[src/rtl/mips_pkg.sv]
// Shared IF-stage definitions: FSM state encoding, redirect-source enum and
// the sequential PC increment.
package mips_pkg;

    typedef logic [1:0] pc_state_t;

    localparam pc_state_t ST_RUN    = 2'd0;
    localparam pc_state_t ST_SHADOW = 2'd1;
    localparam pc_state_t ST_HALTED = 2'd2;

    typedef enum logic [1:0] {
        SRC_SEQ    = 2'd0,
        SRC_BRANCH = 2'd1,
        SRC_JUMP   = 2'd2,
        SRC_JR     = 2'd3
    } redirect_src_e;

    localparam logic [31:0] PC_INCR = 32'd4;

endpackage

[src/rtl/pc_target_mux.sv]
// Combinational redirect-source priority select (JR > jump > branch > sequential)
// and J-type target formation.
module pc_target_mux
    import mips_pkg::*;
(
    input  logic          i_jr,
    input  logic [31:0]   i_rs_data,
    input  logic          i_jump,
    input  logic [25:0]   i_instr_index,
    input  logic          i_branch_taken,
    input  logic [31:0]   i_branch_target,
    input  logic [31:0]   i_id_pc_plus4,
    input  logic [31:0]   i_seq_pc,
    output redirect_src_e o_src,
    output logic [31:0]   o_target
);

    always_comb begin
        o_src    = SRC_SEQ;
        o_target = i_seq_pc;
        if (i_jr) begin
            o_src    = SRC_JR;
            o_target = i_rs_data;
        end else if (i_jump) begin
            o_src    = SRC_JUMP;
            o_target = {i_id_pc_plus4[31:28], i_instr_index, 2'b00};
        end else if (i_branch_taken) begin
            o_src    = SRC_BRANCH;
            o_target = i_branch_target;
        end
    end

endmodule

[src/rtl/pc_next_unit.sv]
// IF-stage PC register, redirect FSM, link-address return and redirect counter.
// Optional macro PC_ALIGN_CHECK_EN: misaligned JR/JALR targets halt instead of being truncated.
module pc_next_unit
    import mips_pkg::*;
#(
    parameter logic [31:0] RESET_PC  = 32'h0000_0000,
    parameter int          CNT_WIDTH = 16
) (
    input  logic                 i_clk,
    input  logic                 i_reset,
    input  logic                 i_enable,
    input  logic                 i_stall,
    input  logic                 i_halt,
    input  logic                 i_jr,
    input  logic                 i_jalr,
    input  logic [31:0]          i_rs_data,
    input  logic                 i_jump,
    input  logic                 i_jal,
    input  logic [25:0]          i_instr_index,
    input  logic                 i_branch_taken,
    input  logic [31:0]          i_branch_target,
    input  logic [31:0]          i_id_pc_plus4,
    output logic [31:0]          o_pc,
    output logic [31:0]          o_pc_plus4,
    output logic                 o_flush,
    output logic                 o_link_we,
    output logic [31:0]          o_link_addr,
    output logic                 o_halted,
    output logic                 o_misaligned,
    output logic [CNT_WIDTH-1:0] o_redirect_count
);

    pc_state_t              state_q, state_d;
    logic [31:0]            pc_q, pc_d;
    logic                   link_we_q, link_we_d;
    logic [31:0]            link_addr_q, link_addr_d;
    logic [CNT_WIDTH-1:0]   cnt_q, cnt_d;
    logic [31:0]            pc_plus4;
    logic [31:0]            mux_target;
    logic [31:0]            target;
    redirect_src_e          src;
    logic                   adv;
    logic                   flush;

    pc_target_mux u_target_mux (
        .i_jr            (i_jr),
        .i_rs_data       (i_rs_data),
        .i_jump          (i_jump),
        .i_instr_index   (i_instr_index),
        .i_branch_taken  (i_branch_taken),
        .i_branch_target (i_branch_target),
        .i_id_pc_plus4   (i_id_pc_plus4),
        .i_seq_pc        (pc_plus4),
        .o_src           (src),
        .o_target        (mux_target)
    );

`ifdef PC_ALIGN_CHECK_EN
    logic misaligned_q, misaligned_d;
    logic misalign;
    assign target   = mux_target;
    assign misalign = (src == SRC_JR) && (i_rs_data[1:0] != 2'b00);
`else
    assign target = {mux_target[31:2], 2'b00};
`endif

    always_comb begin
        pc_plus4    = pc_q + PC_INCR;
        adv         = i_enable & ~i_stall & (state_q != ST_HALTED);
        state_d     = state_q;
        pc_d        = pc_q;
        link_we_d   = 1'b0;
        link_addr_d = link_addr_q;
        cnt_d       = cnt_q;
        flush       = 1'b0;
`ifdef PC_ALIGN_CHECK_EN
        misaligned_d = misaligned_q;
`endif
        case (state_q)
            ST_RUN: begin
                if (adv) begin
                    if (i_halt) begin
                        state_d = ST_HALTED;
`ifdef PC_ALIGN_CHECK_EN
                    end else if (misalign) begin
                        misaligned_d = 1'b1;
                        state_d      = ST_HALTED;
`endif
                    end else if (src != SRC_SEQ) begin
                        pc_d    = target;
                        flush   = 1'b1;
                        state_d = ST_SHADOW;
                        if (cnt_q != {CNT_WIDTH{1'b1}}) begin
                            cnt_d = cnt_q + CNT_WIDTH'(1);
                        end
                        // JALR only links when it also carries the JR flag (src is JR)
                        link_we_d = ((src == SRC_JR) & i_jalr) | ((src == SRC_JUMP) & i_jal);
                        if (link_we_d) begin
                            link_addr_d = i_id_pc_plus4;
                        end
                    end else begin
                        pc_d = pc_plus4;
                    end
                end
            end
            ST_SHADOW: begin
                // Decode holds a bubble here, so redirect inputs are not looked at
                if (adv) begin
                    pc_d    = pc_plus4;
                    state_d = ST_RUN;
                end
            end
            default: begin
                state_d = state_q;
            end
        endcase
    end

    always_ff @(posedge i_clk) begin
        if (i_reset) begin
            state_q     <= ST_RUN;
            pc_q        <= RESET_PC;
            link_we_q   <= 1'b0;
            link_addr_q <= 32'h0;
            cnt_q       <= '0;
        end else begin
            state_q     <= state_d;
            pc_q        <= pc_d;
            link_we_q   <= link_we_d;
            link_addr_q <= link_addr_d;
            cnt_q       <= cnt_d;
        end
    end

`ifdef PC_ALIGN_CHECK_EN
    always_ff @(posedge i_clk) begin
        if (i_reset) begin
            misaligned_q <= 1'b0;
        end else begin
            misaligned_q <= misaligned_d;
        end
    end
    assign o_misaligned = misaligned_q;
`else
    assign o_misaligned = 1'b0;
`endif

    assign o_pc             = pc_q;
    assign o_pc_plus4       = pc_plus4;
    assign o_flush          = flush & ~i_reset;
    assign o_link_we        = link_we_q;
    assign o_link_addr      = link_addr_q;
    assign o_halted         = (state_q == ST_HALTED);
    assign o_redirect_count = cnt_q;

endmodule

[config.mk]
export PLATFORM = sky130hd
export DESIGN_NAME = pc_next_unit
export DESIGN_NICKNAME = d
export VERILOG_FILES = /design/src/rtl/mips_pkg.sv /design/src/rtl/pc_target_mux.sv /design/src/rtl/pc_next_unit.sv
export SDC_FILE = /design/constraint.sdc
export NUM_CORES = 1
export LEC_CHECK = 0
export ABC_AREA = 1
export CAP_MARGIN = 25
export CORE_UTILIZATION = 42
export DETAILED_ROUTE_END_ITERATION = 16
export PLACE_DENSITY_LB_ADDON = 0.25
export RECOVER_POWER = 25
export SLEW_MARGIN = 20
export SYNTH_ARGS = -nofsm -noshare
export SYNTH_HDL_FRONTEND = slang
export SYNTH_SLANG_ARGS = --single-unit
export TNS_END_PERCENT = 1
[constraint.sdc]
create_clock -name i_clk -period 2.2 [get_ports i_clk]
set_input_delay 0.22 -clock i_clk [delete_from_list [all_inputs] [get_ports i_clk]]
set_output_delay 0.22 -clock i_clk [all_outputs]
set_load 0.02 [all_outputs]
Word level (Yosys, flattened, before mapping)

Cells that the tools add are included.

Register bits: 83
Input port bits: 132
Output and inout port bits: 116
Logic and storage cells: 57

Add/subtract/negate cells: 2
Eq/ne operators: 10
Multiplexer cells: 20
Bitwise operators: 12
Reductions and logical operators: 8

Operators with widths:

| operator              | count |
|---|---|
| $mux 32               | 7 |
| $pmux 32 s2           | 1 |
| $add 32x3->32 const B | 1 |
| $add 16x1->16 const B | 1 |
| $ne 16x16->1 const B  | 1 |
| $mux 2                | 6 |
| $reduce_and 5->1      | 2 |
| $ne 2x2->1 const B    | 4 |
| $reduce_and 4->1      | 2 |
| $eq 2x2->1 const B    | 3 |
| $not 1->1             | 6 |
| $and 1x1->1           | 5 |
| $mux 1                | 5 |
| $reduce_or 5->1       | 1 |
| $pmux 2 s2            | 1 |
| $reduce_bool 2->1     | 2 |
| $ne 3x3->1 const B    | 1 |
| $eq 2x1->1 const B    | 1 |
| $logic_not 2->1       | 1 |
| $or 1x1->1            | 1 |

Longest topological paths before layout

Depth after elaboration: 9
Gate-level depth with buffers: 11
Depth with buffers taken out: 11

Cells and area by module

A second synthesis with hierarchy kept.

Cell total of the unflattened synthesis: 1015
Area total of the unflattened synthesis: 5791.8 sq um

By module, submodules not included:

| module        | instances | cells an instance | area each (sq um) | sequential area each (sq um) |
|---|---|---|---|---|
| pc_next_unit  | 1         | 647               | 4326.6            | 1621.6 |
| pc_target_mux | 1         | 368               | 1465.2            | 0.0 |

Worst setup path before layout

Ideal clock, no wire load.

Path kind: register to register
From: reg pc_q[3], in the netlist o_pc[3]
To: reg pc_q[22], in the netlist o_pc[22]
Setup time: 0.070 ns
Arrival: 1.840 ns
Data required time: 2.130 ns
Slack: 0.290 ns
Cell stages (with the launch flop): 10
Buffers on the path: 0
Clock period less this slack: 1.910 ns
Cells stage by stage: dfxtp_1 -> ha_1 -> nand2_1 -> nor2_4 -> nand2_4 -> nor2_4 -> nand2_1 -> xor2_1 -> nand2_1 -> a21oi_1

Longest elaborated chain between the ends: 8
Elaborated cells on any way between the ends: 9
Classes of those cells: add/sub: 1; mux: 8

Ends and longest elaborated chain:

| what                   | RTL line            | text |
|---|---|---|
| start, declared        | pc_next_unit.sv:34  | `logic [31:0] pc_q, pc_d;` |
| start signal, assigned | pc_next_unit.sv:128 | `pc_q <= pc_d;` |
| $add 32x3->32 (*)      | pc_next_unit.sv:68  | `pc_plus4 = pc_q + PC_INCR;` |
| net o_pc_plus4[22]     | pc_next_unit.sv:24  | `output logic [31:0] o_pc_plus4,` |
| $mux 32                | pc_target_mux.sv:27 | `end else if (i_branch_taken) begin` |
| $mux 32                | pc_target_mux.sv:24 | `end else if (i_jump) begin` |
| $mux 32                | pc_target_mux.sv:21 | `if (i_jr) begin` |
| $mux 32                | pc_next_unit.sv:89  | `end else if (src != SRC_SEQ) begin` |
| $mux 32                | pc_next_unit.sv:82  | `if (i_halt) begin` |
| $mux 32                | pc_next_unit.sv:81  | `if (adv) begin` |
| $pmux 32 s2 (*)        | pc_next_unit.sv:79  | `case (state_q)` |

Mark *: on every way through the listed nets, which the timed path passes. The rest lies on a longest branch. The select of a mux whose other input is x is not followed.
A chain may end at the register's enable or synchronous reset.

Worst setup path in the final report

From: in i_jr
To: reg pc_q[11], in the netlist o_pc[11]

Longest elaborated chain between the ends: 6
Elaborated cells on any way between the ends: 7
Classes of those cells: mux: 6; reduce/logical: 1

Ends and longest elaborated chain:

| what              | RTL line            | text |
|---|---|---|
| start, declared   | pc_next_unit.sv:14  | `input logic i_jr,` |
| $mux 2            | pc_target_mux.sv:21 |  |
| $reduce_bool 2->1 | pc_next_unit.sv:89  |  |
| $mux 32 (*)       | pc_next_unit.sv:89  |  |
| $mux 32 (*)       | pc_next_unit.sv:82  |  |
| $mux 32 (*)       | pc_next_unit.sv:81  |  |
| $pmux 32 s2 (*)   | pc_next_unit.sv:79  |  |

Mark *: on every way between the ends. The rest lies on a longest branch, timed or not. The select of a mux whose other input is x is not followed.

==> flow_summary.toml <==
[clocking]
clkLatencyLatePin_ns = 0.35
cts_sinks = 81
cts_tree = "built"
cts_buffer_depth = 2
holdBufCountCts = 0
cts_root_buf = "clkbuf_16"
htree_levels = 3
cts_inserted_buffers = 9
path_clk_slew_ns = 0.07

[cells_and_area]
final_cells = 1230
syn2layout_area_growth_pct = 58.67
fin_area_mm2 = 0.008223
fillerInstances = 1071
final_layout_size_suffix_gt1_frac = 0.1182
n_antenna_cell = 0
nNetsFinal = 1212

[power_and_ir_drop]
irDropWorstVdd_v = 0.0005000
fin_total_pwr_uw = 4060
powerDensity_mw_per_mm2 = 493.8
leakagePower_uw = 0.003712

[placed_design]
place.gp.congestion = 0.9413
dp_slack_ns = 0.004996
placed_area_mm2 = 0.007960
dp.cells = 1214
io_buffers = 238
hpwl_um = 13900

[routing]
drt-pass1-iter-count = 5
wl_um = 18780
wl_per_cell_um = 15.27
viasPerCell = 5.083
vias = 6252
drt_iter0_markers = 329
post-route-drc-count = 0
postRouteAntennaNets = 0

[floorplanning]
ios = 248
dieArea_mm2 = 0.01279
die_x_um = 113.1
initial_core_util = 0.4315
num_rows = 40
core-area_mm2 = 0.01201
die_h_um = 113.1

[hold_path]
hold_path.class = "in -> reg"

[grt]
antenna_found_initial = 0
grt_pass1_vias = 5848
grt-ovfl-total = 0
grt_usage = 0.2955
grt_max_degree = 52
grt_pass1_wl_um = 29690

[setup_path]
critPathCaptureType = "register"
crit_chain = "clkdlybuf4s50_1 -> clkbuf_2 -> nor2_2 -> buf_4 -> a221oi_1 -> nand2_1 -> nand2_1 -> a21oi_1"
crit_top_cell = "nand2_1"
startpoint_type = "input pin"
crit_type = "in -> reg"
slowest_stage = "clkbuf_2"
cp_max_fo = 32
required_ns = 2.39
cp_data_arrival_time_ns = 2.32
worst_path_largest_cell_delay_ns = 0.63

[synth]
yosysSeqAreaShare = 0.3129
synthFlopType = "dfxtp_1"
ys.warnings.count = 0
netlist_area_mm2 = 0.005182
yosysUniqueCellTypes = 37
syn_inst = 819
ys_ff_latch = 81
synthArstFlopShare = 0
synth-edff-count = 0
postSynthAreaPerCell_um2 = 6.328

[flow_run]
drv_cap = 0

[timing]
finalMaxSlewViolations = 0
skew_ns = 0.005733
finalCriticalPeriod_ns = 2.133
period_share = 0.9696
fmax_mhz = 468.8
max_slew_margin = 0.3565
tightest_slew_ns = 0.9652
setup_ws_ns = 0.06683
rsz0062_at_grt = "yes"
setup_viol = 0
hold_violations = 0

[run_status]
outcome = "complete, no violations"
power breakdown:
group / internal (uW) / switching [uW] / leakage [uW]
Sequential: 1510 / 38.0 / 0.000658
Clock: 902 / 680 / 0.000153
Combinational: 463 / 463 / 0.00290
kinds of logic (layout without fill, tap and decap cells):
group	count (synthesis)	in the layout	share of synthesized area
adder cells (fa/ha/maj)	2	2	0.004828
AO/OA/AOI/OAI	163	163	0.1758
flip-flops	81	81	0.3129
other	1	5	0.0007236
XOR/XNOR	26	26	0.05408
buffers and inverters	112	372	0.09512
AND/OR/NAND/NOR	434	434	0.3566
metrics by stage:
step,setup TNS (ns),utilization,hold WS (ns)
after floorplan,0,-,0.3549
after global placement,0,0.6627,0.4720
after detailed placement,0,0.6627,0.4791
after CTS,-0.2484,0.6881,0.4423
after global routing,-0.05621,0.6846,0.4570
final,0,0.6846,0.4525
sequential cells by signal, summed over array words and instances, names as in the netlist:
| signal | count |
|---|---|
| o_link_addr | 32 |
| o_link_we | 1 |
| o_pc | 30 |
| o_redirect_count | 16 |
| state_q | 2 |
placed cells by master, fill, tap and decap left out, types with 5 or more instances in the layout:
master	n
xnor2_2	6
inv_1	59
clkbuf_16	9
clkdlybuf4s50_1	167
o211ai_1	16
nand4_1	6
conb_1	5
a21oi_1	56
nor2_4	9
o21ai_0	66
buf_4	45
nand2_1	223
nor2_2	8
buf_2	5
xnor2_1	6
nor3_1	11
nor2_1	127
clkbuf_2	11
a221oi_1	12
nand3_1	32
dlygate4sd2_1	6
inv_2	8
dfxtp_1	79
xor2_1	11
o21ai_1	9
dlymetal6s2s_1	5
dlygate4sd3_1	43
nand2_2	5
metal layers:
layer	wire, um	track usage	vias up	share of wire
met5	0	0	-	0
met4	436	0.09123	0	0.023
met3	1633	0.08677	28	0.087
met2	8618	0.4896	245	0.46
met1	8091	0.3700	2828	0.43
li1	-	-	3151	-
path summary, 6_finish.rpt:
kind	to	startpoint	slack (ns)	cells past startpoint
worst max-delay path	o_pc[11]	i_jr	0.07	8
worst min-delay path	o_link_addr[22]	i_id_pc_plus4[22]	0.45	3
worst min register to register	o_redirect_count[15]	o_redirect_count[15]	0.49	2
worst max register to register	o_redirect_count[14]	o_redirect_count[0]	0.46	7
critical path: cells and delay by family:
family	cells	cell delay, ns
AOI/OAI and AO/OA	2	0.43
buffers and inverters	3	1.35
and+or+nand+nor	3	0.30
cells in the mapped netlist, types with 7 or more instances:
cell type,count,area (um^2)
buf_2,10,50.05
clkbuf_1,19,71.32
o21ai_1,7,35.03
o211ai_1,16,120.1
dfxtp_1,81,1622
a21oi_1,56,280.3
nand2_1,223,837.1
nor3_1,11,55.05
nor2_1,131,491.7
nor2_4,7,78.83
inv_2,8,30.03
o21ai_0,68,340.3
nand3_1,32,160.2
inv_1,59,221.5
buf_4,12,90.09
xor2_1,13,113.9
a221oi_1,12,105.1
final cells by class:
type | instances | area (um^2) | area share
clock buffer | 9 | 225.2 | 0.02739
clock inverter | 7 | 81.33 | 0.009890
inverter | 67 | 251.5 | 0.03058
multi-input combinational | 630 | 3118 | 0.3792
sequential | 81 | 1624 | 0.1975
tap | 147 | 183.9 | 0.02237
timing repair buffer | 289 | 2739 | 0.3331
what timing repair did:
action / CTS / global route
cloned: 0 / 0
endpoints found under the setup margin: 25 / 25
buffers inserted: 0 / 0
resized for setup: 41 / 36
endpoints found under the hold margin: 0 / 0
(Power assumes the default switching activity.)
